===== config.mk =====
export PLATFORM = sky130hd
export DESIGN_NAME = weight_bram_arbiter
export DESIGN_NICKNAME = d
export VERILOG_FILES = /design/src/rtl/weight_bram_arbiter.sv
export SDC_FILE = /design/constraint.sdc
export NUM_CORES = 1
export LEC_CHECK = 0
export ABC_AREA = 1
export CELL_PAD_IN_SITES_DETAIL_PLACEMENT = 1
export CELL_PAD_IN_SITES_GLOBAL_PLACEMENT = 2
export CORE_MARGIN = 4
export CORE_UTILIZATION = 23
export CTS_CLUSTER_SIZE = 20
export DETAILED_ROUTE_END_ITERATION = 8
export PLACE_DENSITY_LB_ADDON = 0.1
export RECOVER_POWER = 100
export SLEW_MARGIN = 5
export SYNTH_ARGS = -nofsm -noshare
export SYNTH_HDL_FRONTEND = slang
export SYNTH_SLANG_ARGS = --single-unit

===== constraint.sdc =====
create_clock -name clk -period 5.8 [get_ports clk]
set_input_delay 0.58 -clock clk [delete_from_list [all_inputs] [get_ports clk]]
set_output_delay 0.58 -clock clk [all_outputs]
set_load 0.005 [all_outputs]

===== src/rtl/weight_bram_arbiter.sv =====
// ---------------------------------------------------------------------------
// weight_bram_arbiter
//   Shares one read-only weight BRAM between N_REQ layer weight loaders.
//   A loader raises req with a base address and word count. The arbiter grants
//   one loader at a time and streams its burst out of the BRAM. Each returned
//   word is tagged with the owner ID. The BRAM's fixed read latency is honoured.
//
//   Build option: define ARB_FIXED_PRIO_EN to get fixed priority, where the
//   lowest index wins. The default build uses round robin.
//
// Ports
//   clk, rst_n   clock (rising edge), asynchronous active-low reset
//   req          per-requester burst request, level, held until own done
//   base_addr    flattened start addresses, slice i belongs to requester i
//   burst_len    flattened burst lengths in words, sampled at grant
//   grant        one-hot owner of the BRAM for the whole burst
//   done         one-cycle pulse in the cycle of the owner's last word
//   rd_valid     rd_data carries a word this cycle
//   rd_data      BRAM word, bram_dout passthrough
//   rd_id        owner of rd_data
//   bram_en      BRAM enable
//   bram_ren     BRAM read enable
//   bram_addr    BRAM address
//   bram_dout    BRAM read data
// ---------------------------------------------------------------------------
module weight_bram_arbiter #(
    parameter int N_REQ      = 4,
    parameter int W          = 8,
    parameter int ADDR_WIDTH = 15,
    parameter int LEN_WIDTH  = 16,
    parameter int RD_LAT     = 2,
    localparam int IDW       = $clog2(N_REQ)
) (
    input  logic                        clk,
    input  logic                        rst_n,
    input  logic [N_REQ-1:0]            req,
    input  logic [N_REQ*ADDR_WIDTH-1:0] base_addr,
    input  logic [N_REQ*LEN_WIDTH-1:0]  burst_len,
    output logic [N_REQ-1:0]            grant,
    output logic [N_REQ-1:0]            done,
    output logic                        rd_valid,
    output logic [W-1:0]                rd_data,
    output logic [IDW-1:0]              rd_id,
    output logic                        bram_en,
    output logic                        bram_ren,
    output logic [ADDR_WIDTH-1:0]       bram_addr,
    input  logic [W-1:0]                bram_dout
);

    typedef enum logic [1:0] {
        IDLE  = 2'd0,
        ISSUE = 2'd1,
        DRAIN = 2'd2
    } state_t;

    // Pattern of a pipeline holding only the final word in its last stage.
    localparam logic [RD_LAT-1:0] LAST_ONLY = RD_LAT'(1'b1) << (RD_LAT - 1);

    state_t                  state_r, state_s;
    logic [N_REQ-1:0]        grant_r, grant_s;
    logic [N_REQ-1:0]        done_r, done_s;
    logic                    en_r, en_s;
    logic                    ren_r, ren_s;
    logic [ADDR_WIDTH-1:0]   addr_r, addr_s;
    logic [LEN_WIDTH-1:0]    cnt_r, cnt_s;
    logic [IDW-1:0]          owner_r, owner_s;
    logic [IDW-1:0]          last_r, last_s;
    logic [RD_LAT-1:0]       vpipe_r, vpipe_s;
    logic [IDW-1:0]          idpipe_r [RD_LAT];
    logic [IDW-1:0]          idpipe_s [RD_LAT];
    logic [IDW-1:0]          winner_s;
    logic [ADDR_WIDTH-1:0]   win_base_s;
    logic [LEN_WIDTH-1:0]    win_len_s;

    // Winner selection. Round robin scans from the slot after the last winner,
    // wrapping around. The nearest set request wins, so it is assigned last.
    function automatic logic [IDW-1:0] pick(input logic [N_REQ-1:0] r,
                                            input logic [IDW-1:0]   last);
        logic [IDW-1:0] p;
        int             j;
        p = last;
`ifdef ARB_FIXED_PRIO_EN
        for (int i = N_REQ - 1; i >= 0; i--) begin
            if (r[i]) begin
                p = IDW'(i);
            end else begin
                p = p;
            end
        end
`else
        for (int k = N_REQ; k >= 1; k--) begin
            j = (int'(last) + k) % N_REQ;
            if (r[j]) begin
                p = IDW'(j);
            end else begin
                p = p;
            end
        end
`endif
        return p;
    endfunction

    assign winner_s   = pick(req, last_r);
    assign win_base_s = base_addr[winner_s*ADDR_WIDTH +: ADDR_WIDTH];
    assign win_len_s  = burst_len[winner_s*LEN_WIDTH +: LEN_WIDTH];

    // Next-state, BRAM issue, valid pipeline and done generation.
    always_comb begin
        state_s = state_r;
        grant_s = grant_r;
        en_s    = en_r;
        ren_s   = ren_r;
        addr_s  = addr_r;
        cnt_s   = cnt_r;
        owner_s = owner_r;
        last_s  = last_r;
        done_s  = '0;

        // Each issued read becomes valid RD_LAT cycles later.
        vpipe_s[0]  = ren_r;
        idpipe_s[0] = owner_r;
        for (int k = 1; k < RD_LAT; k++) begin
            vpipe_s[k]  = vpipe_r[k-1];
            idpipe_s[k] = idpipe_r[k-1];
        end

        case (state_r)
            IDLE: begin
                if (|req) begin
                    grant_s = {{(N_REQ-1){1'b0}}, 1'b1} << winner_s;
                    owner_s = winner_s;
                    last_s  = winner_s;
                    cnt_s   = win_len_s;
                    if (win_len_s != {LEN_WIDTH{1'b0}}) begin
                        addr_s  = win_base_s;
                        en_s    = 1'b1;
                        ren_s   = 1'b1;
                        state_s = ISSUE;
                    end else begin
                        state_s = DRAIN;
                    end
                end else begin
                    state_s = IDLE;
                end
            end
            ISSUE: begin
                if (cnt_r <= LEN_WIDTH'(1)) begin
                    ren_s   = 1'b0;
                    state_s = DRAIN;
                end else begin
                    addr_s = addr_r + ADDR_WIDTH'(1);
                    cnt_s  = cnt_r - LEN_WIDTH'(1);
                end
            end
            DRAIN: begin
                if (|done_r) begin
                    grant_s = '0;
                    en_s    = 1'b0;
                    state_s = IDLE;
                end else begin
                    state_s = DRAIN;
                end
            end
            default: begin
                grant_s = '0;
                en_s    = 1'b0;
                ren_s   = 1'b0;
                state_s = IDLE;
            end
        endcase

        // Done is registered so that it coincides with the final rd_valid.
        // It fires when no more reads will be issued and the next pipeline
        // holds only that final word. For a zero-length burst the pipeline is
        // empty, so done fires one cycle after grant.
        if ((state_r != IDLE) && (done_r == '0) && !ren_s &&
            ((vpipe_s == LAST_ONLY) || (vpipe_s == '0))) begin
            done_s = grant_r;
        end else begin
            done_s = '0;
        end
    end

    // State and output registers; reset discards any in-flight reads.
    always_ff @(posedge clk or negedge rst_n) begin
        if (!rst_n) begin
            state_r <= IDLE;
            grant_r <= '0;
            done_r  <= '0;
            en_r    <= 1'b0;
            ren_r   <= 1'b0;
            addr_r  <= '0;
            cnt_r   <= '0;
            owner_r <= '0;
            last_r  <= IDW'(N_REQ - 1);
            vpipe_r <= '0;
            for (int k = 0; k < RD_LAT; k++) begin
                idpipe_r[k] <= '0;
            end
        end else begin
            state_r <= state_s;
            grant_r <= grant_s;
            done_r  <= done_s;
            en_r    <= en_s;
            ren_r   <= ren_s;
            addr_r  <= addr_s;
            cnt_r   <= cnt_s;
            owner_r <= owner_s;
            last_r  <= last_s;
            vpipe_r <= vpipe_s;
            for (int k = 0; k < RD_LAT; k++) begin
                idpipe_r[k] <= idpipe_s[k];
            end
        end
    end

    assign grant     = grant_r;
    assign done      = done_r;
    assign bram_en   = en_r;
    assign bram_ren  = ren_r;
    assign bram_addr = addr_r;
    assign rd_valid  = vpipe_r[RD_LAT-1];
    assign rd_id     = idpipe_r[RD_LAT-1];
    assign rd_data   = bram_dout;

endmodule


==> results.toml, run 1 <==
[yosys]
synth.avg_cell_area_um2 = 6.30
seq_area_frac_synth_pct = 32.3
synth_top_cells_by_count = "nand2_1, nand3_1, dfrtp_1, nor2_1, inv_1"
synthCells = 653
yosys.area.top_type = "dfrtp_1"
async_flop_share_pct = 100
synth_fp_nets = 794
synthDominantCellAreaShare_pct = 31.0
post-synth-top-count-cell = "nand2_1"
number_of_flip_flops_and_latches_in_the_synthesized_netlist = 53
synthesis.area_mm2 = 0.00412
yosys_warnings = 0
synth-edff-count = 0
yosys-top-cells-area = "dfrtp_1, nand2_1, nand3_1"
synth_flop_cell = "dfrtp_1"
yosysUniqueCellTypes = 34

[sta]
fmaxAchievable_mhz = 219
skew_ns = 0.00811
fin_ws_ns = 1.24
timing.final.max_slew_violations = 54
worst-slew-pin-transition_ns = 3.07
rsz0062_at_grt = "no"
timing.final.crit_share_pct = 78.6
finalSetupViolCount = 0
finalWorstPathRequiredPeriod_ns = 4.56
timing_hold_violations_final = 0
total_negative_slack_ns = 0
max_slew_margin_pct = -105

[floorplan]
placement_rows = 48
die_area_mm2 = 0.0201
top_level_ports = 174
floorplan.initialDensity_pct = 23.6
chip_height_um = 142
placeableCoreArea_mm2 = 0.0174
chip_width_um = 142

[global_route]
maximum_number_of_pins_on_one_net_before_global_route_repair = 54
antenna_found_initial = 0
grt_pass1_wl_mm = 27.1
grt_pass1_vias = 5103
groute.usage.overall_pct = 16.7
grt_overflow_total = 0

[drt]
detail_route.first_pass.iterations = 4
detailroute.via_count = 4726
detail-route-antenna-nets = 0
detail_route.wl_per_cell_um = 16.8
total_wirelength_mm = 16.9
route.detailed.drc = 0
initialDrtViolationCount = 217
viasPerCell = 4.69

[finish]
syn2layout_area_growth_pct = 43.4
multi_input_area_mm2 = 0.00238
proportion_of_layout_cells_with_a_drive_suffix_above_1_pct = 3.84
fin_cells = 1007
finish.instance_area_mm2 = 0.00590
fillers = 2217
final_net_count = 922
antennaDiodeCount = 0
seqCellArea_mm2 = 0.00133

[cts]
post-cts-setup-buffers = 0
cts.reportedPaths.clkPinSlew_ns = 0.07
cts_made_buffers = 5
cts.path.max_buffers = 2
cts_root_buffer = "clkbuf_16"
clock_tree.htree_level_count = 2
cts_tree = "yes"
cts_repair_resizes = 0
clkSinkCount = 53
cts_hold_repair.buffers = 0
worst_skew_pair.late_latency_ns = 0.30

[power_and_ir_drop]
seq_power_share_pct = 19.6
power_frac_clock_pct = 8.3
combPwrFrac_pct = 72.1
leakage_nw = 2.79
design_power_total_w = 0.00373
net_sw_power_w = 0.00209
internal_power_component_w = 0.00164
pwr_density_cell_mw_per_mm2 = 633
max-vdd-ir-drop_uv = 270
power_switching_share_pct = 56.0

[place]
placement_cell_area_mm2 = 0.00576
numPlacedInstances = 999
port-buffer-count = 157
hpwlAfterDp_mm = 12.7
place_worst_setup_slack_ns = 1.59
weighted_congestion_at_the_end_of_routability_driven_global_placement = 0.780

[setup_path]
timing.critical_path.cells = "dlygate4sd3_1 > nand2_1 > o21ai_0 > nand2_1 > nand2_1 > inv_1 > nand2_1 > nand2_1 > nand2_4 > nor2_1 > a22oi_1 > nand2_1 > nand2_1 > nand2_1 > nand3_1 > nand2_1"
crit_slowest_cell = "nor2_1"
crit_path_start_kind = "input port"
crit_fanout = 35
slowest_delay_ns = 1.16
cp_top_family = "simple AND/OR/NAND/NOR gates"
path_class = "in2reg"
cp-end-kind = "flip-flop"
path_buf_inv = 2
crit_top_cell = "nand2_1"
critPathArrivalTime_ns = 4.80
cp.required_ns = 6.04

[job]
timing.max_cap.violations = 1

[hold_path]
hold_path.class = "reg2reg"

[status]
violations = "max-capacitance violations, max-slew violations"
outcome = "finished, violations left"
[cell type report]
cell class | instances | share of cell area (%)
multi-input cells | 517 | 40.4
repair buffers | 162 | 27.1
flip-flops and latches | 53 | 22.5
well taps | 225 | 4.77
inverters | 42 | 2.71
clock buffers | 5 | 2.12
clock inverters | 3 | 0.361
[power groups by stage]
stage / Combinational (W) / Sequential, W / Clock, W
final: 0.00269 / 0.000732 / 0.000311
after global routing: 0.00312 / 0.000764 / 0.000341
after CTS: 0.00280 / 0.000737 / 0.000327
after detailed placement: 0.00279 / 0.000744 / 0
after global placement: 0.00274 / 0.000737 / 0
after floorplan: 0.00196 / 0.000698 / 0
[metrics by stage]
step / util (%) / hold WS [ns]
2_1_floorplan: - / 0.284
3_3_place_gp: 33.1 / 0.335
3_5_place_dp: 33.1 / 0.336
4_1_cts: 33.9 / 0.354
5_1_grt: 33.9 / 0.364
6_report: 33.9 / 0.351
[sequential cells by signal, summed over array words and instances (netlist names)]
register / count
rd_id: 2
bram_addr: 15
idpipe_r: 2
cnt_r: 16
vpipe_r: 2
done: 4
last_r: 2
state_r: 2
owner_r: 2
grant: 4
bram_ren: 1
bram_en: 1
[routing by layer]
layer  vias up  global-route usage, %  wire length (µm)
met5         -                      0                 0
met4         0                   3.54               248
met3        23                   2.29               544
met2        83                   29.7              8580
met1      2261                   21.5              7490
li1       2359                      -                 -
[path summary, 6_finish.rpt]
kind / cells past startpoint / start / slack, ns / end
worst max-delay path: 16 / req[0] / 1.24 / bram_addr[2]
worst min-delay path: 0 / idpipe_r[2] / 0.35 / rd_id[0]
worst max register to register: 16 / last_r[0] / 1.44 / bram_addr[2]
worst min register to register: 0 / idpipe_r[2] / 0.35 / rd_id[0]
max in group asynchronous: 2 / rst_n / 2.68 / bram_addr[11]
min in group asynchronous: 2 / rst_n / 1.38 / rd_id[1]
[kinds of logic after synthesis]
logic type      Yosys count  share of synthesized area, %
simple gates            423                          43.2
xor+xnor                 17                          3.62
fa+ha+maj                 3                         0.912
buf+inv                  83                          9.76
flops                    53                          32.3
compound gates           74                          10.2
[cell usage in the layout (no fill, tap or decap), types with 5 or more instances in the layout]
master / count
nand3_1: 77
xor2_1: 13
dlygate4sd3_1: 29
inv_1: 39
nor2_1: 48
o21ai_0: 25
dfrtp_1: 51
nand2_1: 263
a21oi_1: 26
nor3_1: 11
o22ai_1: 6
nand4_1: 8
clkdlybuf4s50_1: 127
nor2_2: 6
clkbuf_16: 5
a22oi_1: 9
Power figures use the tool's default switching activity.
==> run 2: changes to the inputs <==
--- a/config.mk
+++ b/config.mk
@@ -9,7 +9,7 @@
 export CELL_PAD_IN_SITES_DETAIL_PLACEMENT = 1
 export CELL_PAD_IN_SITES_GLOBAL_PLACEMENT = 2
 export CORE_MARGIN = 4
-export CORE_UTILIZATION = 23
+export CORE_UTILIZATION = 22
 export CTS_CLUSTER_SIZE = 20
 export DETAILED_ROUTE_END_ITERATION = 8
 export PLACE_DENSITY_LB_ADDON = 0.1
==> constraint.sdc (replaced) <==
create_clock -name clk -period 4.2 [get_ports clk]
set_input_delay 0.42 -clock clk [delete_from_list [all_inputs] [get_ports clk]]
set_output_delay 0.42 -clock clk [all_outputs]
set_load 0.005 [all_outputs]
==> run 2 against run 1 <==
Compared with the run above:
- the flow still finishes with violations (max-capacitance violations, max-slew violations)
- register-to-register slack lost 0.63 ns
- cell area grew 0.68%
- die area grew 4.3%
- critical endpoint is now bram_addr[5]
- largest cell class unchanged
==> results.toml, run 2 (synthesis results as in run 1) <==
[cts]
post-cts-setup-buffers = 0
cts_hold_repair.buffers = 0
cts.reportedPaths.clkPinSlew_ns = 0.07
worst_skew_pair.late_latency_ns = 0.29
cts.path.max_buffers = 2
cts_root_buffer = "clkbuf_16"
clock_tree.htree_level_count = 2
cts_tree = "yes"
cts_repair_resizes = 0
clkSinkCount = 53
cts_made_buffers = 5

[sta]
finalSetupViolCount = 0
fmaxAchievable_mhz = 295
timing.final.max_slew_violations = 54
rsz0062_at_grt = "no"
finalWorstPathRequiredPeriod_ns = 3.39
total_negative_slack_ns = 0
fin_hold_ws_ns = 0.351
max_slew_margin_pct = -103
fin_ws_ns = 0.812
timing.final.crit_share_pct = 80.7
skew_ns = 0.00637
timing_hold_violations_final = 0
worst-slew-pin-transition_ns = 3.05

[global_route]
globalRoute.busiestLayer = "met2"
groute.usage.overall_pct = 15.1
maximum_number_of_pins_on_one_net_before_global_route_repair = 54
grt_pass1_vias = 5019
globalRouteMet3Util_pct = 2.14
grt_pass1_wl_mm = 25.7
grt_overflow_total = 0
grt.met1_usage_pct = 20.5
antenna_found_initial = 0
grt_util_met2_pct = 26.3

[setup_path]
critPathArrivalTime_ns = 3.62
crit_path_start_kind = "flip-flop"
path_class = "reg2reg"
cp-end-kind = "flip-flop"
cp.required_ns = 4.43
timing.reg2reg.worst_path_depth = 15
crit_fanout = 19

[status]
violations = "max-capacitance violations, max-slew violations"
outcome = "finished, violations left"

[floorplan]
placeableCoreArea_mm2 = 0.0182
chip_width_um = 145
chip_height_um = 145
die_area_mm2 = 0.0210
top_level_ports = 174
floorplan.initialDensity_pct = 22.6
placement_rows = 49

[drt]
total_wirelength_mm = 15.9
detail-route-antenna-nets = 0
detailroute.via_count = 4695
detail_route.wl_per_cell_um = 15.6
initialDrtViolationCount = 128
route.detailed.drc = 0
viasPerCell = 4.62
detail_route.first_pass.iterations = 4

[finish]
syn2layout_area_growth_pct = 44.3
proportion_of_layout_cells_with_a_drive_suffix_above_1_pct = 4.19
finish.instance_area_mm2 = 0.00594
fillers = 2286
largest_register = "cnt_r"
mostFrequentLayoutCell = "nand2_1"
largest_reg_flops = 16
antennaDiodeCount = 0
final_cell_mix = "nand2_1, clkdlybuf4s50_1, nand3_1"
fin_cells = 1017
final_net_count = 928

[hold_path]
hold_path.class = "reg2reg"
whs_path_depth = 0

[power_and_ir_drop]
pwr_density_cell_mw_per_mm2 = 875
max-vdd-ir-drop_uv = 219
leakage_nw = 2.82

[job]
timing.max_cap.violations = 1

[place]
numPlacedInstances = 1009
hpwlAfterDp_mm = 12.2
weighted_congestion_at_the_end_of_routability_driven_global_placement = 0.814
placement_cell_area_mm2 = 0.00581
port-buffer-count = 157
place_worst_setup_slack_ns = 0.700
## run 2: changes by cell type in the layout (fill, tap and decap cells not counted), sizes merged
| cell | delta |
|---|---|
| clkdlybuf4s50 | +1 |
| clkinvlp | -1 |
| buf | +6 |
| clkinv | +1 |
| dlygate4sd3 | -1 |
| inv | -1 |
| clkbuf | +1 |
## run 2: metal layers
layer	vias to the layer above	wire (µm)	share of wire [%]
met2	79	7800	49
met4	0	93	0.59
li1	2376	-	-
met3	11	518	3.3
met5	-	0	0
met1	2229	7450	47
## run 2: power by group
part | total [W] | switching (W) | internal, W | leakage, nW
clock | 0.000407 | 0.000188 | 0.000220 | 0.0706
sequential | 0.00101 | 0.000232 | 0.000774 | 0.652
combinational | 0.00379 | 0.00245 | 0.00134 | 2.09
## run 2: critical path: stages (launching register included)
cell and delay, ns:
dfstp_1 0.72, inv_4 0.10, nand2_1 0.07, nand2_1 0.06, nand2_1 0.09, nand2_1 0.06
inv_1 0.10, nand3_1 0.09, nand2_1 0.14, inv_1 0.32, nor2_1 0.75, buf_4 0.29
a22oi_1 0.10, a31oi_1 0.19, nand3_1 0.10, nand2_1 0.12
## run 2: per-stage QoR
stage,power [W],util [%]
after floorplan,0.00367,-
after global placement,0.00487,31.9
after detailed placement,0.00497,31.9
after CTS,0.00540,32.7
after global routing,0.00590,32.6
final,0.00520,32.6
## run 2: final cells by class
class                   count  area [µm²]  share of cell area (%)
repair buffers            168        1650                    27.7
well taps                 229         287                    4.82
clock buffers               6         129                    2.17
clock inverters             2        10.0                   0.169
multi-input cells         517        2380                    40.1
flip-flops and latches     53        1330                    22.4
inverters                  42         160                    2.70
## run 2: worst paths after layout
path	startpoint	slack (ns)	end
hold reg to reg	idpipe_r[3]	0.35	rd_id[1]
setup reg to reg	last_r[0]	0.81	bram_addr[5]
setup / recovery	last_r[0]	0.81	bram_addr[5]
min in group asynchronous	rst_n	1.23	cnt_r[5]
max in group asynchronous	rst_n	1.25	bram_addr[14]
hold / removal	idpipe_r[3]	0.35	rd_id[1]
==> run 3: changes to the inputs <==
--- a/config.mk
+++ b/config.mk
@@ -9,7 +9,7 @@
 export CELL_PAD_IN_SITES_DETAIL_PLACEMENT = 1
 export CELL_PAD_IN_SITES_GLOBAL_PLACEMENT = 2
 export CORE_MARGIN = 4
-export CORE_UTILIZATION = 22
+export CORE_UTILIZATION = 19
 export CTS_CLUSTER_SIZE = 20
 export DETAILED_ROUTE_END_ITERATION = 8
 export PLACE_DENSITY_LB_ADDON = 0.1
==> constraint.sdc (replaced) <==
create_clock -name clk -period 3 [get_ports clk]
set_input_delay 0.3 -clock clk [delete_from_list [all_inputs] [get_ports clk]]
set_output_delay 0.3 -clock clk [all_outputs]
set_load 0.005 [all_outputs]
==> run 3 against run 2 <==
Compared with the run above:
- the flow now finishes without violations
- cell area up 3.8%
- sequential share of layout area down 0.83 points
- die area up 15%
- critical path depth up 5
- global-route usage down 1.2 points
- sequential power up 39%
- register-to-register slack worse by 0.53 ns
- non-clock buffer count up 11
- clock skew about the same
- sequential cell count unchanged
- clock power up 52%
- clock-buffer cell count down 1
- largest power group unchanged
==> results.toml, run 3 (synthesis results as in run 1) <==
[finish]
final_net_count = 941
antennaDiodeCount = 0
largest_register = "cnt_r"
final_cell_mix = "nand2_1, clkdlybuf4s50_1, nand3_1"
mostFrequentLayoutCell = "nand2_1"
largest_reg_flops = 16
fillers = 2625
final_core_utilization_pct = 29.2
proportion_of_layout_cells_with_a_drive_suffix_above_1_pct = 6.74
syn2layout_area_growth_pct = 49.9

[global_route]
groute.usage.overall_pct = 13.9
antenna_found_initial = 0
grt_pass1_vias = 5103
grt_overflow_total = 0
maximum_number_of_pins_on_one_net_before_global_route_repair = 54
grt_pass1_wl_mm = 27.3

[cts]
worst_skew_pair.late_latency_ns = 0.30
clock_tree.htree_level_count = 2
cts_hold_repair.buffers = 0
cts_root_buffer = "clkbuf_16"
clkSinkCount = 53
cts.reportedPaths.clkPinSlew_ns = 0.08
cts.path.max_buffers = 2
cts_tree = "yes"
cts_made_buffers = 5

[power_and_ir_drop]
pwr_density_cell_mw_per_mm2 = 1250
leakage_nw = 2.91
max-vdd-ir-drop_uv = 353

[place]
place_worst_setup_slack_ns = 0.00421
weighted_congestion_at_the_end_of_routability_driven_global_placement = 0.753
port-buffer-count = 157
hpwlAfterDp_mm = 13.6

[sta]
timing.final.crit_share_pct = 90.5
fin_ws_ns = 0.284
worst-slew-pin-transition_ns = 1.40
fmaxAchievable_mhz = 368
skew_ns = 0.00609
finalSetupViolCount = 0
timing.final.max_slew_violations = 0
max_slew_margin_pct = 6.86
rsz0062_at_grt = "no"
timing_hold_violations_final = 0
finalWorstPathRequiredPeriod_ns = 2.72
total_negative_slack_ns = 0

[drt]
detail-route-antenna-nets = 0
total_wirelength_mm = 17.5
met3_wirelength_um = 663
detail_route.first_pass.iterations = 6
highest_layer = "met4"
viasPerCell = 4.49
routed-wl-met2_mm = 8.86
route.layer.met1.wl_mm = 7.87
initialDrtViolationCount = 139
route.detailed.drc = 0
detail_route.wl_per_cell_um = 16.2
detailroute.via_count = 4827

[setup_path]
cp-end-kind = "flip-flop"
timing.reg2reg.setup_slack_ns = 0.28
crit_fanout = 32
critPathArrivalTime_ns = 2.90
path_class = "reg2reg"
crit_path_start_kind = "flip-flop"
cp.required_ns = 3.19

[floorplan]
chip_height_um = 155
die_area_mm2 = 0.0241
placeableCoreArea_mm2 = 0.0212
floorplan.initialDensity_pct = 19.5
chip_width_um = 155
top_level_ports = 174
placement_rows = 53

[status]
outcome = "completed"

[job]
timing.max_cap.violations = 0

[hold_path]
hold_path.class = "reg2reg"
run 3: cell count changes in the layout (fill, tap and decap cells not counted), moves of 3 or more:
cell     previous run  this run
buf_4              10        14
nand2_1           264       261
nand2_2             0         3
buf_6               0         3
run 3: what timing repair did:
action,CTS,global route
resized for setup,0,9
endpoints found under the setup margin,0,17
setup buffers,0,4
run 3: final timing paths:
path | startpoint | to | cells after the start
worst min register to register | vpipe_r[0] | vpipe_r[1] | 0
min in group asynchronous | rst_n | rd_id[1] | 2
worst max register to register | last_r[0] | bram_addr[6] | 20
worst min-delay path | vpipe_r[0] | vpipe_r[1] | 0
max in group asynchronous | rst_n | cnt_r[5] | 2
worst max-delay path | last_r[0] | bram_addr[6] | 20
run 3: area by class of cell:
cell class | count | area (µm²) | share of cell area, %
timing repair buffer | 179 | 1760 | 28.5
sequential | 53 | 1330 | 21.5
multi-input combinational | 519 | 2420 | 39.2
inverter | 42 | 160 | 2.60
tap | 275 | 344 | 5.58
clock inverter | 3 | 28.8 | 0.467
clock buffer | 5 | 125 | 2.03
run 3: metal layers:
metal | up-vias | GRT usage (%)
li1 | 2404 | -
met1 | 2324 | 18.2
met2 | 95 | 24.8
met3 | 4 | 2.34
met4 | 0 | 1.75
met5 | - | 0
run 3: per-stage QoR:
stage	power [W]	area (µm²)	std cells	hold WS, ns
5_1_grt	0.00866	6170	1076	0.354
4_1_cts	0.00789	6100	1070	0.157
6_report	0.00772	6170	1076	0.349
3_5_place_dp	0.00723	5950	1062	0.343
2_1_floorplan	0.00514	4120	653	0.00441
3_3_place_gp	0.00713	5950	1062	0.334
run 3: where the power goes:
part	internal [W]	total (W)	switching, W	leakage [nW]
registers	0.00109	0.00140	0.000319	0.652
logic	0.00206	0.00569	0.00363	2.19
clock network	0.000321	0.000618	0.000297	0.0763
run 3: worst max-delay path, stage by stage, from the launching register on:
cell	delay, ns
dfstp_2	0.59
buf_2	0.17
o21ai_1	0.09
nand2_1	0.09
nand2_1	0.08
nand2_2	0.08
nand2_1	0.06
nand2_2	0.09
nand2_4	0.08
buf_12	0.17
nand2_1	0.07
nand2_1	0.05
nand2_1	0.06
nand2_1	0.08
nor2_1	0.10
nand2_1	0.09
nor2_4	0.19
nand3_2	0.10
buf_6	0.17
nand3_1	0.08
nand2_1	0.07
